### config.mk
export PLATFORM = sky130hd
export DESIGN_NAME = c_fifo2_cache_flat
export DESIGN_NICKNAME = d
export VERILOG_FILES = /design/src/rtl/cfifo_pkg.sv /design/src/rtl/c_fifo2_cache_if.sv /design/src/rtl/cfifo_edge_det.sv /design/src/rtl/c_fifo2_cache.sv /design/src/flat_wrapper.sv
export SDC_FILE = /design/constraint.sdc
export NUM_CORES = 1
export LEC_CHECK = 0
export ABC_AREA = 1
export CAP_MARGIN = 20
export CELL_PAD_IN_SITES_DETAIL_PLACEMENT = 1
export CELL_PAD_IN_SITES_GLOBAL_PLACEMENT = 2
export CORE_AREA = 2 2 39 41
export DETAILED_ROUTE_END_ITERATION = 7
export DIE_AREA = 0 0 41 43
export MAX_ROUTING_LAYER = met4
export PLACE_DENSITY_LB_ADDON = 0.1
export RECOVER_POWER = 100
export SLEW_MARGIN = 0
export SYNTH_ARGS = -nofsm -noshare
export SYNTH_HDL_FRONTEND = slang
export SYNTH_SLANG_ARGS = --single-unit
### constraint.sdc
create_clock -name clk -period 0.87 [get_ports clk]
set_input_delay 0.174 -clock clk [delete_from_list [all_inputs] [get_ports clk]]
set_output_delay 0.174 -clock clk [all_outputs]
set_load 0.1 [all_outputs]
### src/rtl/cfifo_pkg.sv
// Shared definitions for the two-stage token FIFO controller.
// Holds the stage count, the register reset values and the event bundle type.
package cfifo_pkg;

  localparam int unsigned CFIFO_STAGES = 2;

  // Reset values for the occupancy flags, the edge-detector history bits and the output pulses.
  localparam logic FULL_RST   = 1'b0;
  localparam logic EDGE_Q_RST = 1'b0;
  localparam logic PULSE_RST  = 1'b0;
  localparam logic [CFIFO_STAGES-1:0] FIRE_RST = '0;

  // Rising-edge events seen this cycle on the two handshake inputs.
  typedef struct packed {
    logic drive;
    logic free_next;
  } cfifo_ev_t;

endpackage

### src/rtl/c_fifo2_cache_if.sv
// Handshake bundle for c_fifo2_cache.
// master: upstream/downstream environment (drives i_drive, i_freeNext).
// slave : the FIFO controller (drives o_free, o_driveNext, o_fire_2).
interface c_fifo2_cache_if;

  logic                                   i_drive;
  logic                                   i_freeNext;
  logic                                   o_free;
  logic                                   o_driveNext;
  logic [cfifo_pkg::CFIFO_STAGES-1:0]     o_fire_2;

  modport master (
    output i_drive,
    output i_freeNext,
    input  o_free,
    input  o_driveNext,
    input  o_fire_2
  );

  modport slave (
    input  i_drive,
    input  i_freeNext,
    output o_free,
    output o_driveNext,
    output o_fire_2
  );

endinterface

### src/rtl/cfifo_edge_det.sv
// One-bit rising-edge detector.
// Ports: clk, rstn (async active-low), sig (level input), ev_c (combinational
// pulse, high while sig is 1 and was 0 at the previous clock edge).
module cfifo_edge_det
  import cfifo_pkg::*;
(
  input  logic clk,
  input  logic rstn,
  input  logic sig,
  output logic ev_c
);

  logic sig_q;

  // Previous sample of the level.
  always_ff @(posedge clk or negedge rstn) begin
    if (!rstn) begin
      sig_q <= EDGE_Q_RST;
    end else begin
      sig_q <= sig;
    end
  end

  assign ev_c = sig & ~sig_q;

endmodule

### src/rtl/c_fifo2_cache.sv
// Two-stage token FIFO controller (synchronous click-style FIFO).
// Tracks tokens through two occupancy flags and emits per-stage capture
// strobes for an external data path; carries no data itself.
// Ports: clk, rstn (async active-low), bus (c_fifo2_cache_if.slave):
//   i_drive / i_freeNext : upstream request / downstream acknowledge levels
//   o_free / o_driveNext : one-cycle pulses upstream / downstream
//   o_fire_2             : one-cycle capture strobes, bit n latches stage n
module c_fifo2_cache
  import cfifo_pkg::*;
(
  input  logic                   clk,
  input  logic                   rstn,
  c_fifo2_cache_if.slave         bus
);

  cfifo_ev_t ev_c;

  logic full0;
  logic full1;
  logic full0_d;
  logic full1_d;

  logic rel_c;
  logic mv_c;
  logic acc_c;

  logic                    free_q;
  logic                    drive_next_q;
  logic [CFIFO_STAGES-1:0] fire_q;
  logic                    free_d;
  logic                    drive_next_d;
  logic [CFIFO_STAGES-1:0] fire_d;

  cfifo_edge_det u_drive_det (
    .clk  (clk),
    .rstn (rstn),
    .sig  (bus.i_drive),
    .ev_c (ev_c.drive)
  );

  cfifo_edge_det u_free_next_det (
    .clk  (clk),
    .rstn (rstn),
    .sig  (bus.i_freeNext),
    .ev_c (ev_c.free_next)
  );

  // Release, advance and accept decisions plus next flag/pulse values.
  always_comb begin
    full0_d      = full0;
    full1_d      = full1;
    free_d       = 1'b0;
    drive_next_d = 1'b0;
    fire_d       = '0;

    rel_c = ev_c.free_next & full1;
    mv_c  = full0 & (~full1 | rel_c);
    // A drive while stage 0 stays occupied is dropped without any side effect.
    acc_c = ev_c.drive & (~full0 | mv_c);

    if (rel_c) begin
      full1_d = 1'b0;
    end
    if (mv_c) begin
      full1_d      = 1'b1;
      full0_d      = 1'b0;
      free_d       = 1'b1;
      drive_next_d = 1'b1;
      fire_d[1]    = 1'b1;
    end
    // Accept is applied last so a same-edge refill keeps stage 0 full.
    if (acc_c) begin
      full0_d   = 1'b1;
      fire_d[0] = 1'b1;
    end
  end

  // Occupancy flags and registered output pulses.
  always_ff @(posedge clk or negedge rstn) begin
    if (!rstn) begin
      full0        <= FULL_RST;
      full1        <= FULL_RST;
      free_q       <= PULSE_RST;
      drive_next_q <= PULSE_RST;
      fire_q       <= FIRE_RST;
    end else begin
      full0        <= full0_d;
      full1        <= full1_d;
      free_q       <= free_d;
      drive_next_q <= drive_next_d;
      fire_q       <= fire_d;
    end
  end

  assign bus.o_free      = free_q;
  assign bus.o_driveNext = drive_next_q;
  assign bus.o_fire_2    = fire_q;

endmodule

### src/flat_wrapper.sv
// flat-port wrapper written by rule: the top's interface ports become plain ports
module c_fifo2_cache_flat import cfifo_pkg::*;
  (clk, rstn, bus_i_drive, bus_i_freeNext, bus_o_free, bus_o_driveNext, bus_o_fire_2);
  c_fifo2_cache_if bus_i ();
  input  logic clk;
  input  logic rstn;
  input wire logic [$bits(bus_i.i_drive)-1:0] bus_i_drive;
  input wire logic [$bits(bus_i.i_freeNext)-1:0] bus_i_freeNext;
  output wire logic [$bits(bus_i.o_free)-1:0] bus_o_free;
  output wire logic [$bits(bus_i.o_driveNext)-1:0] bus_o_driveNext;
  output wire logic [$bits(bus_i.o_fire_2)-1:0] bus_o_fire_2;
  assign bus_i.i_drive = bus_i_drive;
  assign bus_i.i_freeNext = bus_i_freeNext;
  assign bus_o_free = bus_i.o_free;
  assign bus_o_driveNext = bus_i.o_driveNext;
  assign bus_o_fire_2 = bus_i.o_fire_2;
  c_fifo2_cache u_core (.clk(clk), .rstn(rstn), .bus(bus_i));
endmodule
**After elaboration in Yosys (flattened, before gate mapping)**

Index checks and enable logic that the tools add are counted.

- Logic and storage cells: 25
- Input port bits: 4
- Register bits: 7

- Bitwise gates (word level): 11
- Reduce and logical (&&, ||, !) cells: 2
- Muxes and demuxes: 6

Operator list:

| kind | number |
|---|---|
| $mux W1 | 6 |
| $and A1 B1 Y1 | 5 |
| $not A1 Y1 | 4 |
| $reduce_bool A2 Y1 | 2 |
| $or A1 B1 Y1 | 2 |

**Depth between registers and ports, before layout**

Gate-level depths: netlist of the first run.

- Depth after elaboration: 8
- Depth in mapped cells: 5

**By module**

A second synthesis of the first run with hierarchy kept.

- Cell total of the unflattened synthesis: 22
- Area total of the unflattened synthesis: 230.2 um^2

Modules (own cells, without submodules):

| module | cells each | area an instance (um^2) | times used |
|---|---|---|---|
| c_fifo2_cache | 16 | 160.2 | 1 |
| cfifo_edge_det | 3 | 35.0 | 2 |

**Worst setup path before layout of the first run**

No wires, ideal clock.

- Kind: register to output
- From: reg u_core.fire_q[1], in the netlist u_core.bus.o_fire_2[1]
- To: out bus_o_fire_2[1]
- Required time: 0.696 ns
- Arrival: 1.341 ns
- Stages on the path, launching flop included: 2
- Setup slack: -0.645 ns
- Cells stage by stage: dfrtp_1 -> buf_4

RTL lines:

| item | RTL line | RTL |
|---|---|---|
| from (decl) | c_fifo2_cache.sv:29 | `logic [CFIFO_STAGES-1:0] fire_q;` |
| from (signal assigned) | c_fifo2_cache.sv:91 | `fire_q <= fire_d;` |
| to (decl) | flat_wrapper.sv:11 | `output wire logic [$bits(bus_i.o_fire_2)-1:0] bus_o_fire_2;` |

No word-level cell between the ends.

**Final worst setup path of the first run**

- From: reg u_core.fire_q[1], in the netlist u_core.bus.o_fire_2[1]
- To: out bus_o_fire_2[1]

No word-level cell between the ends.

==> run_summary.xml, run 1 <==
<?xml version="1.0" encoding="UTF-8"?>
<metrics>
  <group name="finish">
    <metric name="fin_util" unit="%">26.13</metric>
    <metric name="nFillCells" unit="">159</metric>
    <metric name="final_cells" unit="">44</metric>
    <metric name="area_overhead_vs_synth" unit="%">63.28</metric>
    <metric name="layout_common_cells" unit="">sky130_fd_sc_hd__inv_1 (4), sky130_fd_sc_hd__nand2_1 (4), sky130_fd_sc_hd__buf_12 (4), sky130_fd_sc_hd__dfrtp_1 (4)</metric>
    <metric name="drive_above_1_share" unit="%">35.71</metric>
    <metric name="final_net_count" unit="">34</metric>
    <metric name="antenna_cells_inserted" unit="">0</metric>
  </group>
  <group name="setup_path">
    <metric name="timing_worst_setup_path_type" unit="">reg -&gt; out</metric>
    <metric name="path_buf_inv" unit="">1</metric>
    <metric name="critical_path_top_delay_cell" unit="">sky130_fd_sc_hd__dfrtp_4</metric>
    <metric name="worstPathCellList" unit="">buf_12</metric>
    <metric name="slowest_delay" unit="ns">0.51</metric>
    <metric name="cp_data_required_time" unit="ns">0.70</metric>
    <metric name="critPathCaptureType" unit="">output pin</metric>
    <metric name="crit_path_max_fanout" unit="">3</metric>
    <metric name="rr_worst_depth" unit="">4</metric>
    <metric name="data_arrival_time_of_the_critical_path" unit="ns">0.94</metric>
    <metric name="worst_path_depth" unit="">1</metric>
    <metric name="worst_setup_path_start_kind" unit="">register</metric>
    <metric name="cpLargestDelayFamily" unit="">flip-flops</metric>
  </group>
  <group name="timing">
    <metric name="setup-violations-final" unit="">5</metric>
    <metric name="max_freq" unit="GHz">0.8997</metric>
    <metric name="finalWorstSetupSlack" unit="ns">-0.2414</metric>
    <metric name="clock_skew" unit="ns">0.0007694</metric>
    <metric name="whs" unit="ns">0.2513</metric>
    <metric name="timing_max_transition_violations_final" unit="">0</metric>
    <metric name="worst-slew-pin-transition" unit="ns">0.2944</metric>
    <metric name="post-route-period-util" unit="%">127.8</metric>
    <metric name="final-hold-violation-count" unit="">0</metric>
    <metric name="slew_limit_headroom" unit="%">80.31</metric>
    <metric name="unrepaired_setup_endpoints_after_global_routing" unit="">yes</metric>
    <metric name="final_min_period" unit="ns">1.111</metric>
  </group>
  <group name="clock_tree">
    <metric name="worstSkewPairLatency" unit="ns">0.24</metric>
    <metric name="ctsResizeCount" unit="">0</metric>
    <metric name="clkSlewWorstSetupHoldPaths" unit="ns">0.05</metric>
    <metric name="cts.sinks" unit="">6</metric>
    <metric name="max-clock-path-buffers" unit="">2</metric>
    <metric name="cts_root_buf" unit="">sky130_fd_sc_hd__clkbuf_4</metric>
    <metric name="post-cts-setup-buffers" unit="">0</metric>
    <metric name="cts_tree" unit="">yes</metric>
    <metric name="cts_inserted_buffers" unit="">3</metric>
    <metric name="cts_htree_levels" unit="">1</metric>
    <metric name="post_cts_hold_buffer_count" unit="">0</metric>
  </group>
  <group name="synthesis">
    <metric name="seq_area_frac_synth" unit="%">67.80</metric>
    <metric name="synth_warnings" unit="">0</metric>
    <metric name="syn_area_per_cell" unit="um2">11.07</metric>
    <metric name="mux_contribution_to_synthesized_area" unit="%">0</metric>
    <metric name="post_synth_inst_count" unit="">20</metric>
    <metric name="compound_gate_portion_of_the_synthesized_area" unit="%">4.520</metric>
    <metric name="synthAdderAreaFrac" unit="%">0</metric>
    <metric name="post_synthesis_register_bit_count" unit="">6</metric>
    <metric name="synth_cell_types" unit="">9</metric>
    <metric name="synthesis.area" unit="um2">221.5</metric>
    <metric name="synth_xor_xnor_area_share" unit="%">0</metric>
    <metric name="synth_top_family_by_area" unit="">simple AND/OR/NAND/NOR gates</metric>
    <metric name="yosys.area_share.simple" unit="%">14.12</metric>
    <metric name="postSynthNetCount" unit="">24</metric>
  </group>
  <group name="routing">
    <metric name="final_antenna_net_count" unit="">0</metric>
    <metric name="vias" unit="">154</metric>
    <metric name="drt-total-wl" unit="um">418</metric>
    <metric name="dr.pass1.iters" unit="">1</metric>
    <metric name="avgRoutedWirePerCell" unit="um">9.500</metric>
    <metric name="drtIter0Drc" unit="">0</metric>
    <metric name="post-route-drc-count" unit="">0</metric>
    <metric name="post_drt_via_cell_ratio" unit="">3.500</metric>
  </group>
  <group name="run_status">
    <metric name="violations" unit="">negative setup slack</metric>
    <metric name="outcome" unit="">finished, violations left</metric>
  </group>
  <group name="floorplanning">
    <metric name="core_area" unit="um2">1384</metric>
    <metric name="floorplan.die_area" unit="um2">1763</metric>
    <metric name="die_w" unit="um">41</metric>
    <metric name="core.rowCount" unit="">14</metric>
    <metric name="height_of_the_die" unit="um">43</metric>
    <metric name="pin_count" unit="">8</metric>
    <metric name="floorplan.initialDensity" unit="%">16.00</metric>
  </group>
  <group name="placed_design">
    <metric name="pre_cts_slack" unit="ns">-0.1622</metric>
    <metric name="placed_cells" unit="">41</metric>
    <metric name="place.gp.congestion" unit="">0.6466</metric>
    <metric name="io_buffers" unit="">7</metric>
  </group>
  <group name="flow_run">
    <metric name="cap_violations" unit="">0</metric>
  </group>
  <group name="power">
    <metric name="power_density" unit="nW/um2">2482</metric>
    <metric name="fin_total_pwr" unit="uW">897.4</metric>
    <metric name="worst_ir_drop_vdd" unit="mV">0.5356</metric>
    <metric name="leakage_power_of_the_design" unit="uW">0.0001728</metric>
  </group>
  <group name="grt">
    <metric name="grt_remaining_overflow" unit="">0</metric>
    <metric name="grt_pass1_vias" unit="">191</metric>
    <metric name="grt_pass1_wl" unit="um">800</metric>
    <metric name="grt_antenna_before_repair" unit="">0</metric>
    <metric name="track_usage" unit="%">7.946</metric>
    <metric name="grt_max_degree" unit="">7</metric>
  </group>
  <group name="worst_hold_path">
    <metric name="holdCritPathClass" unit="">in -&gt; async</metric>
  </group>
</metrics>
## routing by layer
layer,share of wire (%),track usage [%]
met1,41,8.117
met5,0,-
met3,8.9,4.712
met2,49,9.688
met4,0.96,8.000
## cells by family after synthesis
family | after synthesis
flops | 6
simple gates | 6
compound gates | 2
buf+inv | 6
## sequential cells by signal, indices dropped and copies added, names as in the netlist
signal                        flops
u_core.u_drive_det.sig_q          1
u_core.full1                      1
u_core.bus.o_fire_2               2
u_core.full0                      1
u_core.u_free_next_det.sig_q      1
## worst register-to-register path: stages (launching register included)
cell and delay, ns:
sky130_fd_sc_hd__dfrtp_1 0.35, sky130_fd_sc_hd__inv_1 0.05, sky130_fd_sc_hd__nand2_1 0.09, sky130_fd_sc_hd__nand3_2 0.08, sky130_fd_sc_hd__o21ai_0 0.08
## worst paths after layout
check,startpoint,slack [ns],endpoint
worst max register to register,u_core.u_free_next_det.sig_q,0.11,u_core.full0
worst min register to register,u_core.u_drive_det.sig_q,0.46,u_core.full0
max in group asynchronous,rstn,0.37,u_core.bus.o_fire_2[1]
worst max-delay path,u_core.bus.o_fire_2[1],-0.24,bus_o_fire_2[1]
min in group clk,u_core.u_drive_det.sig_q,0.46,u_core.full0
worst min-delay path,rstn,0.25,u_core.u_drive_det.sig_q
## layout make-up
cell class,count,area [um2],area share (%)
clock buffers,3,22.52,6.228
repair buffers,7,110.1,30.45
well taps,16,20.02,5.536
inverters,4,15.01,4.152
multi-input cells,8,38.79,10.73
flip-flops and latches,6,155.1,42.91
## cell usage after synthesis, drive strengths merged
cell	instances	area, um2
a21oi	1	5.000
buf	2	15.01
dfrtp	6	150.1
inv	4	15.01
nand2	4	17.52
nand3	1	10.01
nor2	1	3.750
o21ai	1	5.000
## where the power goes
part / switching (uW) / leakage (uW) / total, uW / internal [uW]
Clock: 98.5 / 0.0000138 / 254 / 156
Sequential: 30.2 / 0.0000688 / 343 / 313
Combinational: 196 / 0.0000902 / 300 / 104
Total: 324 / 0.000173 / 897 / 573
## stage by stage
| step | instance area (um2) | setup TNS (ns) |
|---|---|---|
| 2_1_floorplan | 234.0 | -0.3689 |
| 3_3_place_gp | 341.6 | -0.4738 |
| 3_5_place_dp | 341.6 | -0.4984 |
| 4_1_cts | 364.1 | -0.9114 |
| 5_1_grt | 361.6 | -1.083 |
| 6_report | 361.6 | -0.8606 |
No activity file was read; power rests on OpenSTA's default activity.
==> run 2: changes to the inputs <==
Settings changed: CTS_CLUSTER_SIZE set to 8.
==> results of run 2 <==
Same layout as run 1: the final DEF is identical, and so are final timing and power.
